<file path="config.mk">
export PLATFORM = sky130hd
export DESIGN_NAME = bcd_conv_seq
export DESIGN_NICKNAME = d
export VERILOG_FILES = /design/src/rtl/bcd_pkg.sv /design/src/rtl/bcd_digit_adj.sv /design/src/rtl/bcd_conv_seq.sv
export SDC_FILE = /design/constraint.sdc
export NUM_CORES = 1
export LEC_CHECK = 0
export ABC_AREA = 0
export CAP_MARGIN = 20
export CORE_MARGIN = 2
export CORE_UTILIZATION = 30
export DETAILED_ROUTE_END_ITERATION = 7
export SYNTH_ARGS = -nofsm -noshare
export SYNTH_HDL_FRONTEND = slang
export SYNTH_SLANG_ARGS = --single-unit
</file>
<file path="constraint.sdc">
create_clock -name clk -period 4.6 [get_ports clk]
set_clock_uncertainty 0.1 [all_clocks]
set_input_delay 0.46 -clock clk [delete_from_list [all_inputs] [get_ports clk]]
set_output_delay 0.46 -clock clk [all_outputs]
set_load 0.1 [all_outputs]
</file>
<file path="src/rtl/bcd_pkg.sv">
// bcd_pkg: shared constants, state encoding and sizing helper for the BCD converter.
package bcd_pkg;
  localparam int BCD_DIGIT_W = 4;
  localparam logic [3:0] ADJ_THRESH = 4'd5;
  localparam logic [3:0] ADJ_ADD = 4'd3;
  typedef enum logic {ST_IDLE = 1'b0, ST_SHIFT = 1'b1} state_t;
  function automatic int digits_for_width(input int w);
    longint unsigned m;
    int d;
    m = (64'd1 << w) - 64'd1;
    d = 1;
    for (int i = 0; i < 20; i++) begin
      if (m >= 64'd10) begin
        m = m / 64'd10;
        d++;
      end
    end
    return d;
  endfunction
endpackage

</file>
<file path="src/rtl/bcd_digit_adj.sv">
// bcd_digit_adj: one double-dabble digit cell, adds 3 when the digit is 5 or more.
module bcd_digit_adj
  import bcd_pkg::*;
(
  input  logic [3:0] digit,
  output logic [3:0] adj
);
  assign adj = digit >= ADJ_THRESH ? digit + ADJ_ADD : digit;
endmodule

</file>
<file path="src/rtl/bcd_conv_seq.sv">
// bcd_conv_seq: sequential binary-to-BCD converter (double dabble), one bit per clock,
// with leading-zero blanking mask and overflow flag for the 7-segment drivers.
module bcd_conv_seq
  import bcd_pkg::*;
#(
  parameter int BIN_W = 16,
  parameter int DIGITS = 5
) (
  input  logic                          clk,
  input  logic                          rst_n,
  input  logic                          start,
  input  logic [BIN_W-1:0]              bin,
  output logic                          busy,
  output logic                          done,
  output logic [BCD_DIGIT_W*DIGITS-1:0] bcd,
  output logic [DIGITS-1:0]             blank,
  output logic                          ovf
);
  localparam int AW = BCD_DIGIT_W * DIGITS;
  localparam int CW = $clog2(BIN_W + 1);
  localparam logic [DIGITS-1:0] BLANK_RST = ~DIGITS'(1);
  state_t state, state_nx;
  logic [CW-1:0] cnt;
  logic [BIN_W-1:0] sreg;
  logic [AW-1:0] acc, adj, acc_nx;
  logic [DIGITS-1:0] blank_nx;
  logic sticky, sticky_nx, last, zero;
  for (genvar i = 0; i < DIGITS; i++) begin : g_adj
    bcd_digit_adj u_adj (.digit(acc[4*i+:4]), .adj(adj[4*i+:4]));
  end
  assign acc_nx = {adj[AW-2:0], sreg[BIN_W-1]};
  assign sticky_nx = sticky | adj[AW-1];
  assign last = cnt == CW'(1);
  assign busy = state == ST_SHIFT;
  always_comb begin
    state_nx = state == ST_IDLE ? (start ? ST_SHIFT : ST_IDLE) : (last ? ST_IDLE : ST_SHIFT);
  end
  // blank runs from the top digit down until the first nonzero digit; digit 0 always shows
  always_comb begin
    blank_nx = '0;
    zero = 1'b1;
    for (int k = DIGITS - 1; k >= 1; k--) begin
      zero = zero & (acc_nx[4*k+:4] == 4'd0);
      blank_nx[k] = zero;
    end
  end
  always_ff @(posedge clk or negedge rst_n) begin
    if (!rst_n) state <= ST_IDLE;
    else state <= state_nx;
  end
  always_ff @(posedge clk or negedge rst_n) begin
    if (!rst_n) begin
      cnt <= '0;
      sreg <= '0;
      acc <= '0;
      sticky <= 1'b0;
      bcd <= '0;
      blank <= BLANK_RST;
      ovf <= 1'b0;
      done <= 1'b0;
    end else begin
      done <= 1'b0;
      if (state == ST_IDLE && start) begin
        sreg <= bin;
        acc <= '0;
        sticky <= 1'b0;
        cnt <= CW'(BIN_W);
      end else if (busy) begin
        sreg <= sreg << 1;
        acc <= acc_nx;
        sticky <= sticky_nx;
        cnt <= cnt - 1'b1;
        if (last) begin
          bcd <= acc_nx;
          blank <= blank_nx;
          ovf <= sticky_nx;
          done <= 1'b1;
        end
      end
    end
  end
endmodule

</file>
==> impl_metrics.csv, run 1 <==
group,metric,value,unit
run_status,outcome,"completed",
synthesis,syn_avg_cell_area,9.72,sq um
layout,n_antenna_cell,0,
place,port-buffer-count,45,
layout,nFillCells,1115,
clocking,clk_pin_slew,0.05,ns
hold_path,hp-class,"flip-flop to flip-flop",
timing,fin_crit_sh,60.2,%
synthesis,synth-edff-count,0,
setup_path,slowest_stage,"clkdlybuf4s50_1",
setup_path,path_cells,"clkdlybuf4s50_1",
layout,drive_above_1_share,8.75,%
synthesis,yosysSeqAreaShare,50.6,%
job,drv_cap,0,
setup_path,worstSetupPathDepth,1,
setup_path,worstReg2RegStart,"busy",
clocking,cts_resized,0,
timing,rsz0062_at_grt,"false",
global_route,grtUsageTotal,12.3,%
routing,num_vias,2492,
layout,nets,426,
setup_path,startpoint,"busy",
synthesis,synthCells,352,
place,hpwl,4.84,mm
timing,setup-tns-final,0,ns
synthesis,syn_nets,383,
global_route,grt_antenna_before_repair,0,
timing,setup_viol_count_final,0,
floorplan,boundaryPins,47,
clocking,clk_latency,0.32,ns
synthesis,ys_types,41,
timing,slew_viol_final,0,
setup_path,r2r_end,"bcd[12]",
setup_path,worstSetupEndpoint,"busy",
synthesis,ys_seq_elements,69,
clocking,htree_levels,3,
routing,drc,0,
setup_path,start_kind,"flip-flop",
hold_path,min_from,"blank[4]",
floorplan,fp-row-count,38,
timing,worstMarginPinSlew,1.02,ns
setup_path,reg2reg_slack,1.93,ns
global_route,grt_pass1_wl,12.4,mm
global_route,grt_overflow,0,
layout,seq_area,0.00173,sq mm
global_route,grt_max_degree,57,
timing,timing.slew.headroom,31.8,%
setup_path,path_delay_family,"buffers and inverters",
setup_path,crit_required,4.04,ns
clocking,numCtsBuffers,9,
clocking,cts_sinks,69,
layout,multi_input_area,0.00155,sq mm
floorplan,core_region_area,0.0110,sq mm
routing,drt_pass1_iterations,4,
synthesis,synth_top_cell_area_share,47.5,%
setup_path,reg2reg_depth,5,
floorplan,die_x,111,um
global_route,first_global_vias,2503,
floorplan,dieArea,0.0123,sq mm
setup_path,cp-end-kind,"primary output",
setup_path,crit_buf_inv,1,
routing,drtIter0Drc,116,
synthesis,syn_area,0.00342,sq mm
setup_path,arrival,2.21,ns
synthesis,yosys-top-cells-area,"dfrtp_1 (48%), nand2_1 (9.9%), mux2i_1 (8.5%)",
setup_path,worstSetupPathType,"flip-flop to primary output",
routing,drt_wl_total,7.18,mm
routing,antenna_left,0,
floorplan,die_y,111,um
timing,period_needed,2.77,ns
synthesis,async_flop_share,100,%
synthesis,synthFlopType,"dfrtp_1",
clocking,cts-root-buf,"clkbuf_16",
setup_path,path_max_fanout,33,
synthesis,synth_top_cell_by_area,"dfrtp_1",
floorplan,initial_core_util,31.1,%
layout,syn_to_final_growth,24.6,%
routing,wl_per_cell,13.3,um
setup_path,critPathMaxStageDelay,1.23,ns
clocking,cts_tree,"built",
routing,vias_per_cell,4.61,
place,gp_congestion,0.731,
timing,fmaxAchievable,0.361,GHz
timing,finalHoldViolCount,0,
synthesis,yosys_warnings,0,
clocking,clockBufferDepth,2,
[kinds of logic after synthesis]
family / after synthesis / share of synthesized area, %
flops: 69 / 50.6
compound gates: 73 / 13.4
mux: 32 / 9.47
buf+inv: 32 / 4.21
simple gates: 127 / 16.3
other cells: 1 / 0.110
fa+ha+maj: 12 / 4.39
xor+xnor: 6 / 1.54
[per-layer routing]
metal | GRT usage [%] | routed length, um | vias up
met5 | 0 | 0 | -
met4 | 2.50 | 57 | 0
met3 | 4.76 | 510 | 7
met2 | 18.9 | 3130 | 51
met1 | 16.6 | 3480 | 1155
li1 | - | - | 1279
[cells in the mapped netlist (all sizes together) (6+ instances only)]
| cell | n |
|---|---|
| dfrtp | 65 |
| nor2 | 13 |
| nand2 | 90 |
| buf | 12 |
| mux2i | 29 |
| o21ai | 33 |
| nor3b | 6 |
| o31ai | 8 |
| inv | 14 |
| ha | 12 |
| nand2b | 7 |
| a21oi | 17 |
[flip-flops by register name, indices dropped and copies added, names as in the netlist]
register	cells
acc	20
bcd	20
blank	4
busy	1
cnt	5
done	1
ovf	1
sreg	16
sticky	1
[stage by stage]
stage	std cells	hold slack [ns]	area, sq um	util [%]	setup WS (ns)
finish	540	0.372	4260	38.8	1.83
global route	540	0.385	4260	38.8	1.71
CTS	540	0.377	4260	38.8	1.81
detailed placement	523	0.273	3980	36.2	1.94
global placement	523	0.276	3980	36.2	1.98
floorplan	352	0.0644	3420	-	2.51
[worst min path at each step]
| stage | end | cells past startpoint |
|---|---|---|
| global route | blank[4] | 2 |
| global placement | sreg[10] | 1 |
| floorplan | acc[0] | 0 |
| finish | blank[4] | 2 |
| CTS | blank[4] | 2 |
| detailed placement | sreg[10] | 1 |
[layout by cell type (no fill, tap or decap), drive strengths merged, types with 3 or more instances in the layout]
cell | synthesis | routed
a211oi | 3 | 3
a21o | 5 | 5
a21oi | 17 | 17
a22o | 4 | 4
buf | 12 | 4
clkbuf | 5 | 14
clkdlybuf4s50 | 0 | 44
clkinv | 1 | 3
dfrtp | 65 | 65
dfstp | 4 | 4
ha | 12 | 12
inv | 14 | 14
mux2 | 3 | 3
mux2i | 29 | 29
nand2 | 90 | 90
nand2b | 7 | 7
nand3 | 3 | 3
nor2 | 13 | 13
nor3b | 6 | 6
o21ai | 33 | 33
o31ai | 8 | 8
xnor2 | 5 | 5
[cell type report]
type / count / share of cell area, %
Inverter: 15 / 1.32
Clock inverter: 2 / 0.235
Clock buffer: 14 / 6.19
Timing Repair Buffer: 49 / 11.2
Sequential cell: 69 / 40.7
Multi-Input combinational cell: 251 / 36.3
Tap cell: 140 / 4.11
[what timing repair did]
action                    4_1_cts  5_1_grt
buffers inserted                0        0
hold endpoints to repair       13        0
hold buffers                    1        0
Power of run 1 is left out: the tool's default activity adds up to more than one toggle a clock period on the data nets, which glitch-free logic cannot reach.
==> inputs of run 2 (changes only) <==
==> constraint.sdc (replaced) <==
create_clock -name clk -period 2.76 [get_ports clk]
set_clock_uncertainty 0.1 [all_clocks]
set_input_delay 0.276 -clock clk [delete_from_list [all_inputs] [get_ports clk]]
set_output_delay 0.276 -clock clk [all_outputs]
set_load 0.1 [all_outputs]
==> impl_metrics.csv, run 2 (synthesis gave the netlist of run 1 again) <==
group,metric,value,unit
timing,hold_slack,0.270,ns
layout,nets,431,
setup_path,arrival,2.21,ns
setup_path,critPathMaxStageDelay,0.45,ns
place,hpwl,5.14,mm
timing,fin_crit_sh,75.1,%
timing,setup_viol_count_final,0,
clocking,clockBufferDepth,2,
clocking,cts_resized,0,
global_route,grt_pass1_wl,12.8,mm
routing,num_vias,2554,
setup_path,slowest_stage,"dfrtp_1",
floorplan,boundaryPins,47,
setup_path,start_kind,"flip-flop",
layout,mostFrequentLayoutCells,"nand2_1 (90), dfrtp_1 (64), buf_4 (35)",
floorplan,core_region_area,0.0110,sq mm
clocking,cts_sinks,69,
timing,slew_viol_final,0,
timing,postLayoutSetupSlackWorst,0.689,ns
floorplan,initial_core_util,31.1,%
routing,antenna_left,0,
layout,largestRegisters,"acc x20, bcd x20, sreg x16",
global_route,first_global_vias,2630,
routing,drt_pass1_iterations,4,
timing,finalHoldViolCount,0,
timing,fmaxAchievable,0.483,GHz
floorplan,fp-row-count,38,
setup_path,path_delay_family,"compound AO/OA/AOI/OAI gates",
timing,period_needed,2.07,ns
timing,rsz0062_at_grt,"false",
clocking,htree_levels,3,
setup_path,crit_buf_inv,1,
layout,drive_above_1_share,16.5,%
layout,final_common_cell,"nand2_1",
routing,wl_per_cell,13.5,um
global_route,grtUsageTotal,12.9,%
setup_path,path_max_fanout,6,
floorplan,dieArea,0.0123,sq mm
job,drv_cap,0,
run_status,outcome,"completed",
layout,n_antenna_cell,0,
routing,drt_wl_total,7.35,mm
setup_path,crit_required,2.90,ns
setup_path,worstSetupPathType,"flip-flop to flip-flop",
place,gp_congestion,0.769,
setup_path,cp-end-kind,"flip-flop",
global_route,grt_antenna_before_repair,0,
timing,setup-tns-final,0,ns
global_route,grt_overflow,0,
global_route,grt_max_degree,49,
clocking,clk_latency,0.33,ns
routing,drtIter0Drc,102,
place,port-buffer-count,45,
clocking,cts-root-buf,"clkbuf_16",
setup_path,path_cells,"inv_1, ha_1, nand2b_1, a21oi_1, mux2i_1, nand4_4, o31ai_2",
floorplan,die_x,111,um
layout,syn_to_final_growth,24.0,%
hold_path,hp-class,"primary input to asynchronous set/reset pin",
clocking,clk_pin_slew,0.05,ns
clocking,numCtsBuffers,9,
routing,drc,0,
place,post-place-ws,0.712,ns
layout,nFillCells,1103,
floorplan,die_y,111,um
routing,vias_per_cell,4.69,
clocking,cts_tree,"built",
run 2: changes by cell type in the layout (fill, tap and decap cells not counted), sizes merged:
cell and change:
clkinv -1, clkbuf +1, clkdlybuf4s50 -27, buf +32
run 2: area by class of cell:
class / count / area [sq um] / area share (%)
flip-flops and latches: 69 / 1730 / 40.9
multi-input cells: 251 / 1550 / 36.4
repair buffers: 54 / 448 / 10.6
clock buffers: 15 / 278 / 6.55
well taps: 140 / 175 / 4.13
inverters: 15 / 56.3 / 1.33
clock inverters: 1 / 5.00 / 0.118
run 2: path summary, 6_finish.rpt:
| kind | from | endpoint | cells past startpoint | slack [ns] |
|---|---|---|---|---|
| setup / recovery | acc[8] | blank[1] | 7 | 0.69 |
| max in group asynchronous | rst_n | busy | 3 | 1.55 |
| hold reg to reg | blank[4] | blank[4] | 2 | 0.36 |
| setup reg to reg | acc[8] | blank[1] | 7 | 0.69 |
| min in group clk | blank[4] | blank[4] | 2 | 0.36 |
| hold / removal | rst_n | sreg[10] | 2 | 0.27 |
run 2: routing by layer:
metal	GRT usage, %	wire, um
met1	16.8	3520
met2	19.6	3210
met3	4.98	531
met4	4.50	82
met5	0	0
run 2: repair_timing:
item                                    4_1_cts  5_1_grt
hold endpoints to repair                     12        0
endpoints found under the setup margin        0        0
hold buffers                                  1        0
buffers inserted                              0        0
run 2: metrics by stage:
stage                     utilization [%]  std cells  area (sq um)
after floorplan                         -        352          3420
after global placement               35.9        528          3950
after detailed placement             35.9        528          3950
after CTS                            38.6        545          4240
after global routing                 38.6        545          4240
final                                38.6        545          4240
Power of run 2 is left out for the same reason.
==> inputs of run 3 (changes only) <==
==> constraint.sdc (replaced) <==
create_clock -name clk -period 2 [get_ports clk]
set_clock_uncertainty 0.1 [all_clocks]
set_input_delay 0.2 -clock clk [delete_from_list [all_inputs] [get_ports clk]]
set_output_delay 0.2 -clock clk [all_outputs]
set_load 0.1 [all_outputs]
==> impl_metrics.csv, run 3 (synthesis gave the netlist of run 1 again) <==
group,metric,value,unit
run_status,outcome,"completed",
setup_path,crit_required,2.15,ns
timing,fmaxAchievable,0.537,GHz
routing,num_vias,2619,
job,drv_cap,0,
timing,postLayoutSetupSlackWorst,0.138,ns
pwr,cellPowerDensity,1920,mW/mm^2
routing,vias_per_cell,4.73,
global_route,grt_max_degree,70,
setup_path,worstSetupPathType,"flip-flop to flip-flop",
floorplan,fp-row-count,38,
routing,drt_wl_total,7.57,mm
place,port-buffer-count,45,
setup_path,reg2reg_slack,0.14,ns
layout,drive_above_1_share,21.5,%
floorplan,core_region_area,0.0110,sq mm
timing,fin_crit_sh,93.1,%
layout,nFillCells,1079,
clocking,clk_latency,0.33,ns
hold_path,hp-class,"primary input to asynchronous set/reset pin",
place,hpwl,5.20,mm
setup_path,arrival,2.01,ns
place,gp_congestion,0.795,
layout,final_common_cell,"nand2_1",
setup_path,r2r_end,"blank[1]",
timing,rsz0062_at_grt,"false",
floorplan,boundaryPins,47,
floorplan,die_x,111,um
setup_path,reg2reg_depth,6,
timing,setup_viol_count_final,0,
clocking,cts_sinks,69,
global_route,grt_overflow,0,
timing,slew_viol_final,0,
setup_path,cp-end-kind,"flip-flop",
timing,finalHoldViolCount,0,
routing,antenna_left,0,
layout,nets,440,
floorplan,die_y,111,um
global_route,grt_antenna_before_repair,0,
clocking,cts-root-buf,"clkbuf_16",
routing,drtIter0Drc,89,
global_route,first_global_vias,2609,
clocking,cts_tree,"built",
layout,mostFrequentLayoutCells,"nand2_1 (90), dfrtp_1 (62), buf_4 (39)",
setup_path,path_max_fanout,6,
layout,syn_to_final_growth,29.0,%
routing,drt_pass1_iterations,5,
global_route,grtUsageTotal,12.9,%
timing,setup-tns-final,0,ns
pwr,ir_worst_vdd,1340,uV
setup_path,start_kind,"flip-flop",
clocking,clockBufferDepth,2,
routing,drc,0,
clocking,htree_levels,3,
clocking,clk_pin_slew,0.06,ns
global_route,grt_pass1_wl,12.8,mm
pwr,p_leak,0.00212,uW
clocking,numCtsBuffers,9,
setup_path,worstReg2RegStart,"acc[16]",
layout,n_antenna_cell,0,
timing,period_needed,1.86,ns
routing,wl_per_cell,13.7,um
layout,largestRegisters,"acc x20, bcd x20, sreg x16",
place,post-place-ws,0.0637,ns
floorplan,dieArea,0.0123,sq mm
floorplan,initial_core_util,31.1,%
run 3: cell count changes in the layout (fill, tap and decap cells not counted), sizes merged:
cell / delta
buf: +9
clkbuf: -6
clkinvlp: +3
bufinv: +1
clkinv: +1
inv: +1
run 3: final cells by class:
| cell class | instances | area, sq um | area share [%] |
|---|---|---|---|
| clock buffers | 9 | 225 | 5.10 |
| clock inverters | 7 | 75.1 | 1.70 |
| inverters | 15 | 56.3 | 1.28 |
| multi-input cells | 251 | 1570 | 35.5 |
| flip-flops and latches | 69 | 1740 | 39.3 |
| well taps | 140 | 175 | 3.97 |
| repair buffers | 63 | 578 | 13.1 |
run 3: timing repair:
item | CTS | global route
gates resized for setup | 0 | 10
hold buffers | 1 | 0
endpoints found under the hold margin | 65 | 0
endpoints found under the setup margin | 0 | 3
buffers inserted | 0 | 1
run 3: how the worst max path moves through the flow:
stage | end | from | cells after the start | slack, ns
after floorplan | blank[1] | acc[8] | 6 | 0.11
after global placement | sticky | start | 4 | 0.13
after detailed placement | blank[1] | acc[16] | 6 | 0.06
after CTS | blank[1] | acc[16] | 6 | 0.05
after global routing | blank[1] | acc[8] | 7 | 0.008
final | blank[1] | acc[16] | 6 | 0.14
run 3: critical path, cell delays in order, from the launching register on:
cell	delay [ns]
dfrtp_1	0.43
ha_1	0.21
nand2b_1	0.16
a21oi_2	0.19
mux2i_2	0.26
nand4_1	0.18
o31ai_2	0.24
run 3: through the flow:
step	power (uW)	instance area (sq um)	utilization [%]	hold slack (ns)	cells
after floorplan	5700	3420	-	-0.196	352
after detailed placement	6820	4070	37.1	0.162	536
after global routing	9060	4410	40.2	0.384	554
after CTS	8450	4380	39.9	0.337	553
final	8470	4410	40.2	0.318	554
after global placement	6720	4070	37.1	0.159	536
run 3: layer usage:
metal / vias up / track usage [%] / part of all wire (%)
li1: 1301 / - / -
met1: 1247 / 16.8 / 47
met3: 10 / 4.37 / 6.4
met4: 0 / 4.50 / 1.4
met2: 61 / 20.0 / 45
met5: - / 0 / 0
run 3: power breakdown:
group	total [uW]	internal, uW	switching, uW	leakage (uW)
Sequential	2440	1970	466	0.000866
Combinational	4450	1510	2940	0.00112
Clock	1580	968	617	0.000138
Total	8470	4450	4020	0.00212
Power figures use the tool's default switching activity.
